## src/rtl/pe_dr_param.sv

```systemverilog
// CGRA processing element with a programmable per-output door latency, a DL_NN delay line,
// an accumulate mode, a latched configuration and an array-wide stall.
module pe_dr_param #(
  parameter  int DATA_W   = 16,
  parameter  int DL_DEPTH = 4,
  localparam int DLW      = $clog2(DL_DEPTH + 1)
) (
  input  logic              clk,
  input  logic              rst,
  input  logic              stall,
  input  logic              conf_we,
  input  logic [3:0]        conf_alu,
  input  logic [2:0]        conf_sel_a,
  input  logic [2:0]        conf_sel_b,
  input  logic [7:0]        conf_se,
  input  logic [11:0]       conf_dr,
  input  logic [DLW-1:0]    conf_dl,
  input  logic [DATA_W-1:0] IN_NORTH,
  input  logic [DATA_W-1:0] IN_SOUTH,
  input  logic [DATA_W-1:0] IN_EAST,
  input  logic [DATA_W-1:0] IN_WEST,
  input  logic [DATA_W-1:0] IN_DL_S,
  input  logic [DATA_W-1:0] IN_DL_W,
  input  logic [DATA_W-1:0] IN_DL_SS,
  input  logic [DATA_W-1:0] IN_CONST_A,
  input  logic [DATA_W-1:0] IN_CONST_B,
  output logic [DATA_W-1:0] OUT_NORTH,
  output logic [DATA_W-1:0] OUT_SOUTH,
  output logic [DATA_W-1:0] OUT_EAST,
  output logic [DATA_W-1:0] OUT_WEST,
  output logic [DATA_W-1:0] OUT_DL_N,
  output logic [DATA_W-1:0] OUT_DL_E,
  output logic [DATA_W-1:0] OUT_DL_NN
);

  localparam int SHW   = $clog2(DATA_W);
  localparam int NDOOR = 6;
  localparam int D_N   = 0;
  localparam int D_S   = 1;
  localparam int D_E   = 2;
  localparam int D_W   = 3;
  localparam int D_DLN = 4;
  localparam int D_DNN = 5;

  localparam logic [DLW-1:0] DL_MAX = DLW'(DL_DEPTH);

  localparam logic [3:0] OP_ADD = 4'd1;
  localparam logic [3:0] OP_SUB = 4'd2;
  localparam logic [3:0] OP_MUL = 4'd3;
  localparam logic [3:0] OP_AND = 4'd4;
  localparam logic [3:0] OP_OR  = 4'd5;
  localparam logic [3:0] OP_XOR = 4'd6;
  localparam logic [3:0] OP_SHL = 4'd7;
  localparam logic [3:0] OP_SHR = 4'd8;
  localparam logic [3:0] OP_SRA = 4'd9;
  localparam logic [3:0] OP_PAS = 4'd10;
  localparam logic [3:0] OP_ACC = 4'd11;
  localparam logic [3:0] OP_MAX = 4'd12;
  localparam logic [3:0] OP_MIN = 4'd13;

  // Depths beyond the physical delay line clamp to its full length.
  function automatic logic [DLW-1:0] sat_dl(input logic [DLW-1:0] d);
    return (d > DL_MAX) ? DL_MAX : d;
  endfunction

  function automatic logic [DATA_W-1:0] se_mux(input logic [1:0]        code,
                                               input logic [DATA_W-1:0] alu,
                                               input logic [DATA_W-1:0] opp,
                                               input logic [DATA_W-1:0] ca);
    case (code)
      2'd1:    return alu;
      2'd2:    return opp;
      2'd3:    return ca;
      default: return '0;
    endcase
  endfunction

  function automatic logic [DATA_W-1:0] door_tap(input logic [1:0]        lat,
                                                 input logic [DATA_W-1:0] d0,
                                                 input logic [DATA_W-1:0] d1,
                                                 input logic [DATA_W-1:0] d2,
                                                 input logic [DATA_W-1:0] d3);
    case (lat)
      2'd0:    return d0;
      2'd1:    return d1;
      2'd2:    return d2;
      default: return d3;
    endcase
  endfunction

  logic [3:0]        cfg_alu;
  logic [2:0]        cfg_sel_a;
  logic [2:0]        cfg_sel_b;
  logic [7:0]        cfg_se;
  logic [11:0]       cfg_dr;
  logic [DLW-1:0]    cfg_dl;

  logic [7:0][DATA_W-1:0]   src;
  logic signed [DATA_W-1:0] op_a;
  logic signed [DATA_W-1:0] op_b;
  logic signed [DATA_W-1:0] alu_out;
  logic signed [DATA_W-1:0] acc_q;
  logic [SHW-1:0]           shamt;

  logic [DLW-1:0]                 dl_sat;
  logic [DL_DEPTH-1:0][DATA_W-1:0] dl_q;
  logic [DATA_W-1:0]              dl_out;

  logic [NDOOR-1:0][DATA_W-1:0] door_in;
  logic [NDOOR-1:0][DATA_W-1:0] door_p0;
  logic [NDOOR-1:0][DATA_W-1:0] door_p1;
  logic [NDOOR-1:0][DATA_W-1:0] door_p2;
  logic [NDOOR-1:0][DATA_W-1:0] door_out;

  always_ff @(posedge clk or posedge rst) begin
    if (rst) begin
      cfg_alu   <= '0;
      cfg_sel_a <= '0;
      cfg_sel_b <= '0;
      cfg_se    <= '0;
      cfg_dr    <= '0;
      cfg_dl    <= '0;
    end else if (conf_we) begin
      cfg_alu   <= conf_alu;
      cfg_sel_a <= conf_sel_a;
      cfg_sel_b <= conf_sel_b;
      cfg_se    <= conf_se;
      cfg_dr    <= conf_dr;
      cfg_dl    <= conf_dl;
    end
  end

  // Stage: operand select and ALU (combinational)
  assign src   = {IN_CONST_B, IN_CONST_A, IN_DL_SS, IN_DL_W, IN_DL_S, IN_WEST, IN_EAST, IN_SOUTH};
  assign op_a  = $signed(src[cfg_sel_a]);
  assign op_b  = $signed(src[cfg_sel_b]);
  assign shamt = op_b[SHW-1:0];

  always_comb begin
    alu_out = '0;
    case (cfg_alu)
      OP_ADD:  alu_out = op_a + op_b;
      OP_SUB:  alu_out = op_a - op_b;
      OP_MUL:  alu_out = op_a * op_b;
      OP_AND:  alu_out = op_a & op_b;
      OP_OR:   alu_out = op_a | op_b;
      OP_XOR:  alu_out = op_a ^ op_b;
      OP_SHL:  alu_out = op_a << shamt;
      OP_SHR:  alu_out = op_a >> shamt;
      OP_SRA:  alu_out = op_a >>> shamt;
      OP_PAS:  alu_out = op_a;
      OP_ACC:  alu_out = acc_q + op_a;
      OP_MAX:  alu_out = (op_a > op_b) ? op_a : op_b;
      OP_MIN:  alu_out = (op_a < op_b) ? op_a : op_b;
      default: alu_out = '0;
    endcase
  end

  // A new configuration always starts the accumulation from zero.
  always_ff @(posedge clk or posedge rst) begin
    if (rst) begin
      acc_q <= '0;
    end else if (conf_we) begin
      acc_q <= '0;
    end else if (!stall && cfg_alu == OP_ACC) begin
      acc_q <= alu_out;
    end
  end

  // Stage: DL_NN delay line
  assign dl_sat = sat_dl(cfg_dl);

  always_comb begin
    dl_out = alu_out;
    for (int k = 1; k <= DL_DEPTH; k++) begin
      if (dl_sat == DLW'(k)) dl_out = dl_q[k-1];
    end
  end

  // Stage: switch element feeding the doors
  assign door_in[D_N]   = se_mux(cfg_se[1:0], alu_out, IN_SOUTH, IN_CONST_A);
  assign door_in[D_S]   = se_mux(cfg_se[3:2], alu_out, IN_NORTH, IN_CONST_A);
  assign door_in[D_E]   = se_mux(cfg_se[5:4], alu_out, IN_WEST,  IN_CONST_A);
  assign door_in[D_W]   = se_mux(cfg_se[7:6], alu_out, IN_EAST,  IN_CONST_A);
  assign door_in[D_DLN] = alu_out;
  assign door_in[D_DNN] = dl_out;

  // Stage: door registers p0..p2 and delay line; conf_we flush wins over stall
  always_ff @(posedge clk or posedge rst) begin
    if (rst) begin
      door_p0 <= '0;
      door_p1 <= '0;
      door_p2 <= '0;
      dl_q    <= '0;
    end else if (conf_we) begin
      door_p0 <= '0;
      door_p1 <= '0;
      door_p2 <= '0;
      dl_q    <= '0;
    end else if (!stall) begin
      door_p0 <= door_in;
      door_p1 <= door_p0;
      door_p2 <= door_p1;
      dl_q[0] <= alu_out;
      for (int k = 1; k < DL_DEPTH; k++) begin
        dl_q[k] <= dl_q[k-1];
      end
    end
  end

  // Stage: door output taps
  always_comb begin
    door_out = '0;
    for (int i = 0; i < NDOOR; i++) begin
      door_out[i] = door_tap(cfg_dr[2*i +: 2], door_in[i], door_p0[i], door_p1[i], door_p2[i]);
    end
  end

  assign OUT_NORTH = door_out[D_N];
  assign OUT_SOUTH = door_out[D_S];
  assign OUT_EAST  = door_out[D_E];
  assign OUT_WEST  = door_out[D_W];
  assign OUT_DL_N  = door_out[D_DLN];
  assign OUT_DL_NN = door_out[D_DNN];
  assign OUT_DL_E  = alu_out;

endmodule

```

## config.mk

```make
export PLATFORM = sky130hd
export DESIGN_NAME = pe_dr_param
export DESIGN_NICKNAME = d
export VERILOG_FILES = /design/src/rtl/pe_dr_param.sv
export SDC_FILE = /design/constraint.sdc
export NUM_CORES = 2
export LEC_CHECK = 0
export ABC_AREA = 0
export CAP_MARGIN = 5
export CORE_MARGIN = 4
export CORE_UTILIZATION = 53
export CTS_CLUSTER_SIZE = 14
export DETAILED_ROUTE_END_ITERATION = 10
export PLACE_DENSITY = 0.72
export SYNTH_ARGS = -nofsm -noshare
export SYNTH_HDL_FRONTEND = slang
export SYNTH_SLANG_ARGS = --single-unit
export TNS_END_PERCENT = 1
```

## constraint.sdc

```tcl
create_clock -name clk -period 13.04 [get_ports clk]
set_clock_uncertainty 0.1 [all_clocks]
set_input_delay 1.956 -clock clk [delete_from_list [all_inputs] [get_ports clk]]
set_output_delay 1.956 -clock clk [all_outputs]
set_load 0.01 [all_outputs]
```

# After elaboration in Yosys (flattened, before gate mapping)
# Index checks and enable logic that the tools add are counted.
# totals
in_bits,181
wordCells,127
register_bits,401
output_inout_bits,112
# op_classes
eq_ne,42
shift,3
n_lt_le_gt_ge,5
n_reduce_logical,9
n_mux,32
n_mul,1
bitwise,3
addsub,3
# ops
cell,n
two-way mux 96 bit,6
one-hot mux 16 bit (3 select lines),10
one-hot mux 16 bit (13 select lines),1
two-way mux 16 bit,10
two-way mux 64 bit,2
binary-select mux 16 bit (select 3 bit),2
adder 16 bit,2
== test 2 bit (second input constant),14
== test 4 bit (second input constant),6
== test 2 x 1 -> 1 bit (second input constant),10
bitwise AND 16 bit,1
== test 4 x 3 -> 1 bit (second input constant),4
greater-than comparator 16 bit,1
less-than comparator 16 bit,1
multiplier 16 x 16 -> 16 bit,1
OR 16 bit,1
<< shifter 16 x 4 -> 16 bit,1
>> shifter 16 x 4 -> 16 bit,1
>>> shifter 16 x 4 -> 16 bit,1
subtractor 16 bit,1
bitwise XOR 16 bit,1
logical NOT 2 bit,6
== test 4 x 2 -> 1 bit (second input constant),2
less-than comparator 3 x 4 -> 1 bit (second input constant),2
other kinds (10),11

# Depth between registers and ports, before layout
# depth
ltp_word,11
ltp_mapped,32
ltp_nobuf,28

# Worst setup path before layout
# No wires, ideal clock.
# synth_timing
path_kind,in2out
from,in IN_CONST_B[3]
to,out OUT_EAST[14]
path_buffers,2
required_time_ns,10.984
path_stages,26
arrival_time_ns,9.077
slack_ns,1.907
path_cell_list,mux4_2 mux2i_1 clkinv_1 clkbuf_1 buf_1 ha_1 inv_1 fa_1 fa_1 inv_1 ha_1 inv_1 fa_1 fa_1 fa_1 inv_1 ha_1 a21o_1 a31o_2 a2111oi_0 o31ai_1 xor2_1 a22oi_1 nand2_1 a221o_1 mux4_2
# synth_between
elab_chain_len,7
word_cells_on_any_way,18
cone_classes,add/sub: 3; mul: 1; order compare: 2; shift: 3; mux: 9
# synth_lines
item,line,text
"start, declared",26,"input logic [DATA_W-1:0] IN_CONST_B,"
branches (longest 4 deep; another with multiplier 16 x 16 -> 16 bit),--,
one-hot mux 16 bit (13 select lines) *,141,case (cfg_alu)
net OUT_DL_E[14],32,"output logic [DATA_W-1:0] OUT_DL_E,"
one-hot mux 16 bit (3 select lines) *,70,case (code)
one-hot mux 16 bit (3 select lines) *,83,case (lat)
"end, declared",29,"output logic [DATA_W-1:0] OUT_EAST,"
# Mark *: on every way through the listed nets, which the timed path passes. The select of a mux whose other input is x is not followed.

# Worst setup path after layout
# layout_timing
from,in IN_SOUTH[4]
to,out OUT_NORTH[14]
# layout_between
elab_chain_len,7
word_cells_on_any_way,18
cone_classes,add/sub: 3; mul: 1; order compare: 2; shift: 3; mux: 9
# layout_lines
item,line,text
"start, declared",19,"input logic [DATA_W-1:0] IN_SOUTH,"
branches (longest 4 deep; another with multiplier 16 x 16 -> 16 bit),--,
one-hot mux 16 bit (13 select lines) *,141,
one-hot mux 16 bit (3 select lines) *,70,
one-hot mux 16 bit (3 select lines) *,83,
"end, declared",27,"output logic [DATA_W-1:0] OUT_NORTH,"
# Every way passes the cells marked *. The select of a mux whose other input is x is not followed.

==> results.toml <==
[floorplan]
rows = 85
die-area_um2 = 58800
initial_core_util_pct = 53.9
ios = 293
core_um2 = 54100
die_h_um = 243
die_x_um = 243

[synthesis]
synth-compound-area-share_pct = 13.7
yosysWarnings = 0
yosysTopAreaCell = "dfrtp_1"
synth.area.mux_share_pct = 26.1
ys_top_cells_by_count = "nor2_1, dfrtp_1, mux2i_1"
synth.cell_area_um2 = 29200
synth.top_cell.area_share_pct = 30.3
synth_top_family_by_area = "multiplexers"
syn_avg_cell_area_um2 = 9.92
synth_xor_area_share_pct = 1.94
synth_nets = 3326
synth_most_common_cell = "nor2_1"
synthArstFlopShare_pct = 100
synth-simple-area-share_pct = 11.0
yosysSeqAreaShare_pct = 30.3
synth_edf_count = 0
synth_fa_ha_area_share_pct = 10.9
yosys-top-cells-area = "dfrtp_1, mux4_2, mux2i_1"
synth_seq_cells = 353
synth.distinct_cells = 91
synthCells = 2939
ys.flop_type = "dfrtp_1"

[timing]
hold_viol_final = 0
maxSlewHeadroom_pct = 12.6
fin_tns_setup_ps = 0
worst_pin_slew_ps = 1280
clock.fmax_mhz = 78.9
report.final.slew_viol_count = 0
setup_ws_ps = 364
rsz0062_at_grt = "no"
finalCriticalPeriod_ps = 12680
post-route-period-util_pct = 97.2
finalSetupViolCount = 0

[cts]
holdBufCountCts = 0
h-tree-depth = 2
post_cts_buffers = 0
cts_tree = "done"
numCtsBuffers = 41
root_buffer = "clkbuf_16"
clk_latency_ps = 580
cts_buffer_depth = 3
path_clk_slew_ps = 60
cts_sinks = 353

[power]
power.density_nw_per_um2 = 253
peakVddDrop_uv = 679
leakagePower_uw = 0.0155

[route]
drt_iter0_drc = 2919
wl_per_cell_um = 29.4
drt_wl_total_mm = 114
final_antenna_net_count = 0
route.vias.total = 25700
vias_per_cell = 6.65
drc_errors = 0
firstDrtPassIters = 8

[placed_design]
hpwl_mm = 82.1
pre_cts_ws_ps = 397
port_buffers = 292
gp_congestion = 1.00

[cells_and_area]
nets = 3528
utilization_pct = 62.8
layout-drive-gt1-share_pct = 13.3
syn_to_final_growth_pct = 16.6

[grt]
antenna_found_initial = 7
grt_start_max_net_pins = 177
grtUsageMet3_pct = 11.0
grt.total_usage_pct = 37.8
grt_use_met1_pct = 50.2
grt-ovfl-total = 0
busiest_layer = "met2"
grt_pass1_vias = 26200
grt_pass1_wl_mm = 169
met2_usage_pct = 57.4

[worst_setup_path]
crit_top_cell = "inv_1"
crit_type = "input port to output pin"
critPathRequiredTime_ps = 10980
reg2reg_slack_ps = 4200
rr_endpoint = "door_p0[94]$_DFFE_PP0P_"
start_kind = "input port"
r2r-start = "cfg_sel_b[2]$_DFFE_PP0P_"
crit_path_max_fanout = 5
crit_start = "IN_SOUTH[4]"
crit_path_end = "OUT_NORTH[14]"
cp-end-kind = "output pin"
worstPathArrival_ps = 10620
critPathSlowestCell = "a2111oi_1"
r2r_cells = 26
slowest_delay_ps = 630

[run_status]
status = "finished, final reports clean"

[min_path]
hp-class = "flop to flop"

[job]
cap_violations = 0
## cells in the final DEF, fill, tap and decap left out, drive strengths merged, types with 15 or more instances in the layout
master,instances
a21o,19
o22ai,17
a21oi,103
a211oi,35
nor2,434
o21ai,95
nand2,218
clkdlybuf4s50,290
a22oi,15
buf,93
o21a,103
mux4,147
dfrtp,353
clkbuf,59
fa,81
o211ai,18
nor3,26
mux2,74
ha,125
nand3,20
xnor2,45
nor2b,18
inv,192
nand2b,20
mux2i,328
a221oi,20
xor2,17
a22o,40
## layer usage
metal	wire (µm)	share of wire, %
met3	12500	11
met4	6680	5.9
met5	53	0.047
met2	50100	44
met1	44400	39
## worst min-delay path by stage
stage                                from  depth (start not counted)  slack, ps                     to
floorplan           acc_q[15]$_DFFE_PP0P_                          1        370  acc_q[15]$_DFFE_PP0P_
global placement    acc_q[11]$_DFFE_PP0P_                          1        390  acc_q[11]$_DFFE_PP0P_
detailed placement  acc_q[15]$_DFFE_PP0P_                          1        400  acc_q[15]$_DFFE_PP0P_
CTS                 acc_q[15]$_DFFE_PP0P_                          1        410  acc_q[15]$_DFFE_PP0P_
global route         acc_q[5]$_DFFE_PP0P_                          1        430   acc_q[5]$_DFFE_PP0P_
finish              acc_q[15]$_DFFE_PP0P_                          1        410  acc_q[15]$_DFFE_PP0P_
## flip-flops by register name, indices dropped and copies added, names as in the netlist
register / cells
cfg_se: 8
dl_q: 64
cfg_sel_a: 3
door_p1: 80
cfg_alu: 4
cfg_dl: 3
door_p2: 80
cfg_sel_b: 3
acc_q: 16
cfg_dr: 12
door_p0: 80
## through the flow
stage	power [µW]	std cells	cell area [µm²]	hold slack, ps
floorplan	5240	2939	29200	373
global placement	7220	3793	32700	390
detailed placement	7330	3793	32700	395
CTS	8490	3863	34000	409
global route	9140	3865	34000	431
finish	8590	3869	34000	406
## final cells by class
class | count | area (µm²)
Sequential cell | 353 | 8840
Antenna cell | 5 | 12.5
Inverter | 196 | 752
Clock buffer | 59 | 1140
Multi-Input combinational cell | 2166 | 18600
Timing Repair Buffer | 383 | 3670
Clock inverter | 11 | 100
Tap cell | 696 | 871
Fill cell | 4455 | 20100
## where the power goes
group	switching (µW)	internal, µW
clock	479	630
combinational	3640	2550
sequential	121	1170
## cells by family (layout without fill, tap and decap cells)
family | Yosys count | count (layout)
AOI/OAI and AO/OA | 569 | 569
xor gates and xnor gates | 63 | 63
adders and majority gates | 206 | 206
buffers and inverters | 420 | 649
DFF | 353 | 353
muxes | 549 | 549
other | 0 | 5
and+or+nand+nor | 779 | 779
## what timing repair did
action | CTS | global route
gates resized for setup | 0 | 1
endpoints found under the setup margin | 0 | 4
endpoints found under the hold margin | 0 | 0
## worst max-delay path: cells and delay by family
kind / cells / cell delay [ps]
and+or+nand+nor: 1 / 480
adders and majority gates: 8 / 3070
xor gates and xnor gates: 1 / 210
AOI/OAI and AO/OA: 6 / 1970
buffers and inverters: 7 / 1520
muxes: 3 / 1400
No activity file was read; power rests on OpenSTA's default activity.
